===== src/rtl/scan_mux_pkg.sv =====
// Shared encodings for the display scan multiplexer: operating modes and one-shot FSM states.
// Pure types and constants; no logic, no latency, no flow control.
package scan_mux_pkg;

    typedef enum logic [1:0] {
        MODE_MANUAL  = 2'b00,
        MODE_SCAN    = 2'b01,
        MODE_ONESHOT = 2'b10,
        MODE_BLANK   = 2'b11
    } mode_e;

    typedef enum logic [1:0] {
        S_IDLE = 2'b00,
        S_RUN  = 2'b01,
        S_STOP = 2'b10
    } os_state_e;

endpackage


===== src/rtl/scan_prescaler.sv =====
// Step prescaler: tick in the cycle the count reaches TICK_DIV-1; combinational tick, count registered.
// No backpressure; clr overrides run and suppresses tick, count held at 0 while not running.
module scan_prescaler #(
    parameter int TICK_DIV = 1000
) (
    input  logic clk,
    input  logic rst_n,
    input  logic run,
    input  logic clr,
    output logic tick
);

    localparam int CW = (TICK_DIV > 1) ? $clog2(TICK_DIV) : 1;
    localparam logic [CW-1:0] CNT_LAST = CW'(TICK_DIV - 1);

    logic [CW-1:0] cnt_q;
    logic [CW-1:0] cnt_d;
    logic          at_last;

    assign at_last = (cnt_q == CNT_LAST);
    assign tick    = run && !clr && at_last;

    always_comb begin
        cnt_d = cnt_q + CW'(1);
        if (clr || !run || at_last) begin
            cnt_d = '0;
        end
    end

    always_ff @(posedge clk or negedge rst_n) begin
        if (!rst_n) begin
            cnt_q <= '0;
        end else begin
            cnt_q <= cnt_d;
        end
    end

endmodule


===== src/rtl/scan_mux.sv =====
// Registered N-channel display mux with manual, recycling scan, one-shot scan and blank modes.
// 1-clock latency on data, index and enable together; no backpressure, start honoured only in one-shot mode.
module scan_mux
    import scan_mux_pkg::*;
#(
    parameter int WIDTH    = 4,
    parameter int CHANNELS = 4,
    parameter int SEL_W    = 2,
    parameter int TICK_DIV = 1000
) (
    input  logic                      clk,
    input  logic                      rst_n,
    input  logic [CHANNELS*WIDTH-1:0] data_in,
    input  logic [1:0]                mode,
    input  logic [SEL_W-1:0]          sel,
    input  logic                      start,
    output logic [WIDTH-1:0]          data_out,
    output logic [SEL_W-1:0]          ch_idx,
    output logic [CHANNELS-1:0]       ch_en,
    output logic                      done
);

    localparam logic [SEL_W-1:0] IDX_LAST = SEL_W'(CHANNELS - 1);

    mode_e                mode_cur;
    mode_e                mode_q;
    os_state_e            state_q;
    os_state_e            state_d;
    logic [SEL_W-1:0]     ch_idx_q;
    logic [SEL_W-1:0]     next_idx;
    logic [WIDTH-1:0]     data_q;
    logic [WIDTH-1:0]     data_d;
    logic [CHANNELS-1:0]  ch_en_q;
    logic [CHANNELS-1:0]  ch_en_d;
    logic                 done_q;
    logic                 done_d;
    logic                 blank;
    logic                 mode_chg;
    logic                 start_acc;
    logic                 idx_at_last;
    logic [SEL_W-1:0]     idx_inc;
    logic                 pre_run;
    logic                 pre_clr;
    logic                 tick;
    logic [WIDTH-1:0]     ch_dat [CHANNELS];

    for (genvar k = 0; k < CHANNELS; k++) begin : g_unpack
        assign ch_dat[k] = data_in[k*WIDTH +: WIDTH];
    end

    assign mode_cur    = mode_e'(mode);
    assign mode_chg    = (mode_cur != mode_q);
    assign start_acc   = start && (mode_cur == MODE_ONESHOT) && !mode_chg;
    assign idx_at_last = (ch_idx_q == IDX_LAST);
    // Wrap by comparison so non-power-of-2 channel counts never overflow into unused indices.
    assign idx_inc     = idx_at_last ? '0 : ch_idx_q + SEL_W'(1);

    assign pre_run = (mode_cur == MODE_SCAN) ||
                     ((mode_cur == MODE_ONESHOT) && (state_q == S_RUN));
    assign pre_clr = mode_chg || start_acc;

    scan_prescaler #(
        .TICK_DIV (TICK_DIV)
    ) u_prescaler (
        .clk   (clk),
        .rst_n (rst_n),
        .run   (pre_run),
        .clr   (pre_clr),
        .tick  (tick)
    );

    always_comb begin
        next_idx = ch_idx_q;
        blank    = 1'b0;
        state_d  = state_q;
        done_d   = 1'b0;

        unique case (mode_cur)
            MODE_MANUAL: begin
                if (32'(sel) < CHANNELS) begin
                    next_idx = sel;
                end else begin
                    blank = 1'b1;
                end
            end
            MODE_SCAN: begin
                if (mode_chg) begin
                    next_idx = '0;
                end else if (tick) begin
                    next_idx = idx_inc;
                end
            end
            MODE_ONESHOT: begin
                if (mode_chg) begin
                    state_d  = S_IDLE;
                    next_idx = '0;
                    blank    = 1'b1;
                end else if (start) begin
                    // A restart beats a coincident tick.
                    state_d  = S_RUN;
                    next_idx = '0;
                end else begin
                    unique case (state_q)
                        S_RUN: begin
                            if (tick) begin
                                if (idx_at_last) begin
                                    state_d = S_STOP;
                                    done_d  = 1'b1;
                                end else begin
                                    next_idx = idx_inc;
                                end
                            end
                        end
                        S_STOP: begin
                            next_idx = IDX_LAST;
                            done_d   = 1'b1;
                        end
                        default: begin
                            state_d  = S_IDLE;
                            next_idx = '0;
                            blank    = 1'b1;
                        end
                    endcase
                end
            end
            default: begin
                blank = 1'b1;
            end
        endcase

        if (mode_cur != MODE_ONESHOT) begin
            state_d = S_IDLE;
        end
    end

    assign data_d  = blank ? '0 : ch_dat[next_idx];
    assign ch_en_d = blank ? '0 : (CHANNELS'(1) << next_idx);

    always_ff @(posedge clk or negedge rst_n) begin
        if (!rst_n) begin
            mode_q   <= MODE_MANUAL;
            state_q  <= S_IDLE;
            ch_idx_q <= '0;
            data_q   <= '0;
            ch_en_q  <= '0;
            done_q   <= 1'b0;
        end else begin
            mode_q   <= mode_cur;
            state_q  <= state_d;
            ch_idx_q <= next_idx;
            data_q   <= data_d;
            ch_en_q  <= ch_en_d;
            done_q   <= done_d;
        end
    end

    assign data_out = data_q;
    assign ch_idx   = ch_idx_q;
    assign ch_en    = ch_en_q;
    assign done     = done_q;

endmodule


===== config.mk =====
export PLATFORM = sky130hd
export DESIGN_NAME = scan_mux
export DESIGN_NICKNAME = d
export VERILOG_FILES = /design/src/rtl/scan_mux_pkg.sv /design/src/rtl/scan_prescaler.sv /design/src/rtl/scan_mux.sv
export SDC_FILE = /design/constraint.sdc
export NUM_CORES = 1
export LEC_CHECK = 0
export ABC_AREA = 1
export CAP_MARGIN = 20
export CORE_UTILIZATION = 35
export CTS_CLUSTER_SIZE = 25
export DETAILED_ROUTE_END_ITERATION = 6
export RECOVER_POWER = 100
export SLEW_MARGIN = 20
export SYNTH_ARGS = -nofsm -noshare
export SYNTH_HDL_FRONTEND = slang
export SYNTH_HIERARCHICAL = 1
export SYNTH_SLANG_ARGS = --single-unit

===== constraint.sdc =====
create_clock -name clk -period 2.7 [get_ports clk]
set_input_delay 0.81 -clock clk [delete_from_list [all_inputs] [get_ports clk]]
set_output_delay 0.81 -clock clk [all_outputs]
set_load 0.02 [all_outputs]

# --- Word-level counts from Yosys, hierarchy flattened ---
# Index checks and enable logic that the tools add are counted.
classes:
  addsub: 2
  magnitude_cmp: 1
  eq_ne: 11
  shift: 1
  muxes: 32
  n_bitwise: 1
  n_reduce_logical: 17
ops:
  columns: ["operator", "count"]
  rows:
  - ["2-to-1 mux 2 bit", 13]
  - ["2-to-1 mux 4 bit", 4]
  - ["adder 10 x 1 -> 10 bit (second input constant)", 1]
  - ["equality test 10 bit (second input constant)", 1]
  - ["2-to-1 mux 10 bit", 1]
  - ["inequality test 5 x 4 -> 1 bit (second input constant)", 2]
  - ["binary-select mux 4 bit (select 2 bit)", 1]
  - ["2-to-1 mux 1 bit", 8]
  - ["one-hot mux 2 bit (2 select lines)", 2]
  - ["equality test 2 bit (second input constant)", 3]
  - ["one-hot mux 2 bit (3 select lines)", 1]
  - ["logical AND 1 bit", 5]
  - ["equality test 2 x 1 -> 1 bit (second input constant)", 2]
  - ["logical OR 1 bit", 4]
  - ["inequality test 4 bit (second input constant)", 1]
  - ["one-hot mux 1 bit (2 select lines)", 2]
  - ["AND reduction 4 bit", 1]
  - ["OR reduction 2 bit", 2]
  - ["left shift 1 x 2 -> 4 bit (first input constant)", 1]
  - ["greater-or-equal comparator 3 bit (second input constant)", 1]
  - ["logical NOT 1 bit", 3]
  - ["inverter 2 -> 3 bit", 1]
  - ["adder 2 x 1 -> 2 bit (second input constant)", 1]
  - ["logical NOT 2 bit", 1]
  - ["other kinds (3)", 3]
word_totals:
  reg_bits: 25
  in_bits: 23
  wordCells: 72

# --- Depth between registers and ports, before layout ---
logic_depth:
  ltp_word: 17
  ltp_mapped: 19
  depth_no_buf: 17

# --- Hierarchy ---
# Netlist, hierarchy kept.
by_module_without_submodules:
  columns: ["module", "instances", "cells_each", "area_per_inst_um2"]
  rows:
  - ["scan_mux", 1, 137, 1083.5]
  - ["scan_prescaler", 1, 70, 549.3]

# --- Worst setup path before layout ---
# Ideal clock, no wire load.
synth_timing:
  kind: "input-to-reg"
  from: "in mode[1]"
  to: "reg data_q[0] (netlist: data_out[0])"
  arrival_time_ns: 2.654
  required_ns: 2.559
  slack_ns: -0.095
  stages: 19
  path_buffers: 2
  path_cell_list: "buf_6 > inv_2 > nand2_1 > nand2_2 > nor2_4 > o21ai_0 > nor3_1 > nor2_1 > nor2_1 > nand2_1 > nor2_2 > nor2_4 > nand2_4 > nand2_4 > buf_12 > nand2_2 > nand2_1 > nand2_1 > a21oi_1"
synth_via:
  elab_chain_len: 17
synth_lines:
  columns: ["element", "line", "rtl"]
  rows:
  - ["start, declared", "scan_mux.sv:14", "input logic [1:0] mode,"]
  - ["equality test 2 bit / inequality test 2 bit (equally long branches)", "scan_mux.sv:53, scan_mux.sv:52", null]
  - ["logical AND 1 bit / logical NOT 1 bit (equally long branches)", "scan_mux.sv:53", "assign start_acc = start && (mode_cur == MODE_ONESHOT) && !mode_chg;"]
  - ["logical AND 1 bit", "scan_mux.sv:53", null]
  - ["logical OR 1 bit (*)", "scan_mux.sv:60", "assign pre_clr = mode_chg || start_acc;"]
  - ["net pre_clr", "scan_mux.sv:43", "logic pre_clr;"]
  - ["logical NOT 1 bit (*)", "scan_prescaler.sv:21", "assign tick = run && !clr && at_last;"]
  - ["logical AND 1 bit (*) (2 in a row)", "scan_prescaler.sv:21", null]
  - ["net tick", "scan_mux.sv:44", "logic tick;"]
  - ["[... 2 more ...]", null, null]
  - ["2-to-1 mux 2 bit", "scan_mux.sv:98", "end else if (start) begin"]
  - ["2-to-1 mux 2 bit", "scan_mux.sv:94", "if (mode_chg) begin"]
  - ["one-hot mux 2 bit (3 select lines) (*)", "scan_mux.sv:78", "unique case (mode_cur)"]
  - ["inverter 2 -> 3 bit (not written as such) (*)", "scan_mux.sv:136", "assign data_d = blank ? '0 : ch_dat[next_idx];"]
  - ["binary-select mux 4 bit (select 2 bit) (*)", "scan_mux.sv:136", null]
  - ["2-to-1 mux 4 bit (not written as such) (*) (2 in a row)", "scan_mux.sv:136", null]
  - ["2-to-1 mux 4 bit (*)", "scan_mux.sv:136", null]
  - ["net data_d[0]", "scan_mux.sv:32", "logic [WIDTH-1:0] data_d;"]
  - ["end signal, assigned", "scan_mux.sv:151", "data_q <= data_d;"]
  - ["end, declared", "scan_mux.sv:31", "logic [WIDTH-1:0] data_q;"]
# The timed path passes the listed nets; every way through them passes the cells marked *. The select of a mux whose other input is x is not followed.
# A chain may end at the register's enable or synchronous reset.

# --- Worst setup path after layout ---
layout_timing:
  from: "in mode[0]"
  to: "reg data_q[0] (netlist: data_out[0])"
# The elaborated chain is that of the path after synthesis.

==> summary.md <==
| Metric | Value |
|---|---|
| Total GRT Usage | 0.146 |
| CTS clk-pin slew, worst paths | 90 ps |
| Critical Path End Type | flop |
| Cell Area, Synth | between 0.0015 and 0.002 mm2 |
| Antenna violations before repair | 0 |
| Root Driver | clkbuf_8 |
| Yosys warns | 6 |
| RD Place Congestion | 0.806 |
| Starting density of the core | 0.370 |
| Die footprint | 0.00494 mm2 |
| Outcome | complete, no violations |
| Total CTS buffers | 3 |
| Seq pwr share | 0.468 |
| Sequential share of the synthesized area | 0.383 |
| Nets | 293 |
| Clk pwr share | 0.265 |
| Hold Fails Final Rpt | 0 |
| Worst min path class | reg2reg |
| Peak supply drop | just under 0.0002 V |
| Diode count | 0 |
| Crit share post-route | 0.951 |
| TritonCTS clock tree | built |
| Synthesis-to-finish area growth | 38.5% |
| Commonest cells after routing, fill and taps aside | nand2_1, clkdlybuf4s50_1, dfrtp_1 |
| WS Path Type | in2reg |
| Critical path peak fanout | 6 |
| Hold slack final | 483 ps |
| Row count | 24 |
| Mean Syn Cell Area | 7.89 um2 |
| Router iterations before antenna repair | 4 |
| Crit path arrival time | 2770 ps |
| Slew HR | 0.0879 |
| Chip width | 70.3 um |
| CP max-delay cell | or2_2 |
| Setup violation total in the final timing report | 0 |
| Share of power burned in combinational logic | 0.266 |
| TNS Setup | 0 ps |
| Wirelength per Cell | 10.5 um |
| Vias post-DR | 1,431 |
| Worst Skew | 2.71 ps |
| CTS max path bufs | 2 |
| Static Leak | 1.06 nW |
| Cells after synthesis | 207 |
| Remaining DRCs | 0 |
| Switching Share | 0.291 |
| Core ar. | 0.00441 mm2 |
| Post-CTS Hold Fix Bufs | 0 |
| Tot Pwr | ~0.00085 W |
| Worst stage delay on the critical path | approximately 300 ps |
| Ys flop type | dfrtp_1 |
| Critical path, cell by cell | dlygate4sd2_1, inv_2, nand2_4, o21ai_4, nor3_4, buf_4, or2_2, nand3b_1, nor2_2, nor3_4, nand2_2, o21ai_4, nand2_1, a21oi_2 |
| Startpoint Class | primary input |
| Hpwl dp | 2590 um |
| Number of flops mapped to enable cells by yosys | 0 |
| Clock latency at the later pin of the worst-skew pair | 270 ps |
| Port Buf Inserts | 33 |
| Min Tclk post-route | 2570 ps |
| Max Freq | 389 MHz |
| Yosys cell types | 31 |
| First-pass GRT wire length | 5840 um |
| Synth Net Count | 236 |
| Routed Antenna Nets | 0 |
| GR Overflow Total | 0 |
| Async set or reset register ratio after synthesis | 1.00 |
| Largest net degree at the start of global routing | 26 |
| Switching Power | 0.000248 W |
| RSZ-0062 raised after global routing | yes |
| Vias in the first global route | 1,340 |
| Slew at the pin closest to its max-slew limit | 1370 ps |
| Routed wire length | 3300 um |
| DIE HEIGHT | 70.3 um |
| Max-cap viol count | 0 |
| P_int | approximately 0.00060 W |
| Slew Viols, Final | 0 |
| Power Density | 377 mW/mm2 |
| I/O pins | 34 |
| CTS sink cnt | 25 |
| Layout cell share with drive strength beyond 1 | 0.281 |
| Worst path required time | 2900 ps |
| H-tree depth | 1 |
| DRT iter0 DRCs | 15 |
| Commonest non-fill, non-tap cell in the layout | nand2_1 |
| Mean number of vias per cell | 4.54 |
| Yosys reg bits | 25 |
==> sequential cells by signal, indices dropped and copies added, names as in the netlist <==
name / count
u_prescaler/cnt_q: 10
ch_idx: 2
ch_en: 4
data_out: 4
state_q: 2
done: 1
mode_q: 2
==> final cells by class <==
cell class / instances / area [um2]
Fill cell: 440 / 2150
Multi-Input combinational cell: 154 / 935
Sequential cell: 25 / 626
Timing Repair Buffer: 54 / 493
Inverter: 26 / 97.6
Tap cell: 52 / 65.1
Clock buffer: 4 / 45.0
==> layer usage <==
metal / track usage / wire length [um] / vias up
met5: 0 / 0 / -
met2: 0.251 / 1590 / 33
met3: 0.0361 / 156 / 4
met1: 0.186 / 1530 / 630
li1: - / - / 764
met4: 0.0267 / 23 / 0
==> per-stage QoR <==
stage	setup WS (ps)	cells	area (um2)	util
floorplan	29.6	207	1640	-
global placement	-471	309	2160	0.489
detailed placement	-492	309	2160	0.489
CTS	37.7	313	2210	0.501
global route	-22.1	315	2260	0.512
finish	131	315	2260	0.512
==> cell families (layout without fill, tap and decap cells) <==
group | count (synthesis) | count (layout) | synth area share
AOI/OAI and AO/OA | 16 | 16 | 0.0621
buffers and inverters | 28 | 84 | 0.0789
DFF | 25 | 25 | 0.383
and+or+nand+nor | 129 | 129 | 0.414
adders and majority gates | 6 | 6 | 0.0460
xor gates and xnor gates | 3 | 3 | 0.0161
==> critical path: cells and delay by family <==
family          cells  cell delay (ps)
buf+inv             3              510
simple gates        8             1050
compound gates      3              420
==> what timing repair did <==
item,4_1_cts,5_1_grt
endpoints found under the setup margin,8,5
setup buffers,0,2
gates resized for setup,6,14
pin swaps,3,12
==> power groups by stage <==
stage | Combinational [W] | Sequential [W] | Clock [W]
3_3_place_gp | 0.000217 | 0.000407 | 0
3_5_place_dp | 0.000217 | 0.000406 | 0
6_report | 0.000227 | 0.000399 | 0.000226
2_1_floorplan | 0.0000983 | 0.000422 | 0
4_1_cts | 0.000220 | 0.000399 | 0.000235
5_1_grt | 0.000251 | 0.000402 | 0.000250
==> synth_stat cells (2+ instances only) <==
master,count,area share
nor2_4,5,0.034
nor3_1,7,0.021
nor2_2,4,0.015
nand2_4,5,0.034
a21oi_1,5,0.015
nand2_2,14,0.054
xor2_1,2,0.011
nand4_1,2,0.0077
inv_1,20,0.046
ha_1,6,0.046
inv_2,6,0.014
dfrtp_1,25,0.38
nand3_1,14,0.043
nand2_1,52,0.12
nor2_1,19,0.044
o21ai_0,6,0.018
==> path summary, 6_finish.rpt <==
kind | to | slack (ps) | cells after the start | from
worst max-delay path | data_out[0] | 130 | 14 | mode[0]
worst min-delay path | u_prescaler/cnt_q[0] | 480 | 1 | u_prescaler/cnt_q[0]
worst max register to register | data_out[0] | 380 | 15 | state_q[1]
worst min register to register | u_prescaler/cnt_q[0] | 480 | 1 | u_prescaler/cnt_q[0]
max in group asynchronous | u_prescaler/cnt_q[7] | 530 | 2 | rst_n
min in group asynchronous | u_prescaler/cnt_q[0] | 1370 | 2 | rst_n
No activity file was read; power rests on OpenSTA's default activity.
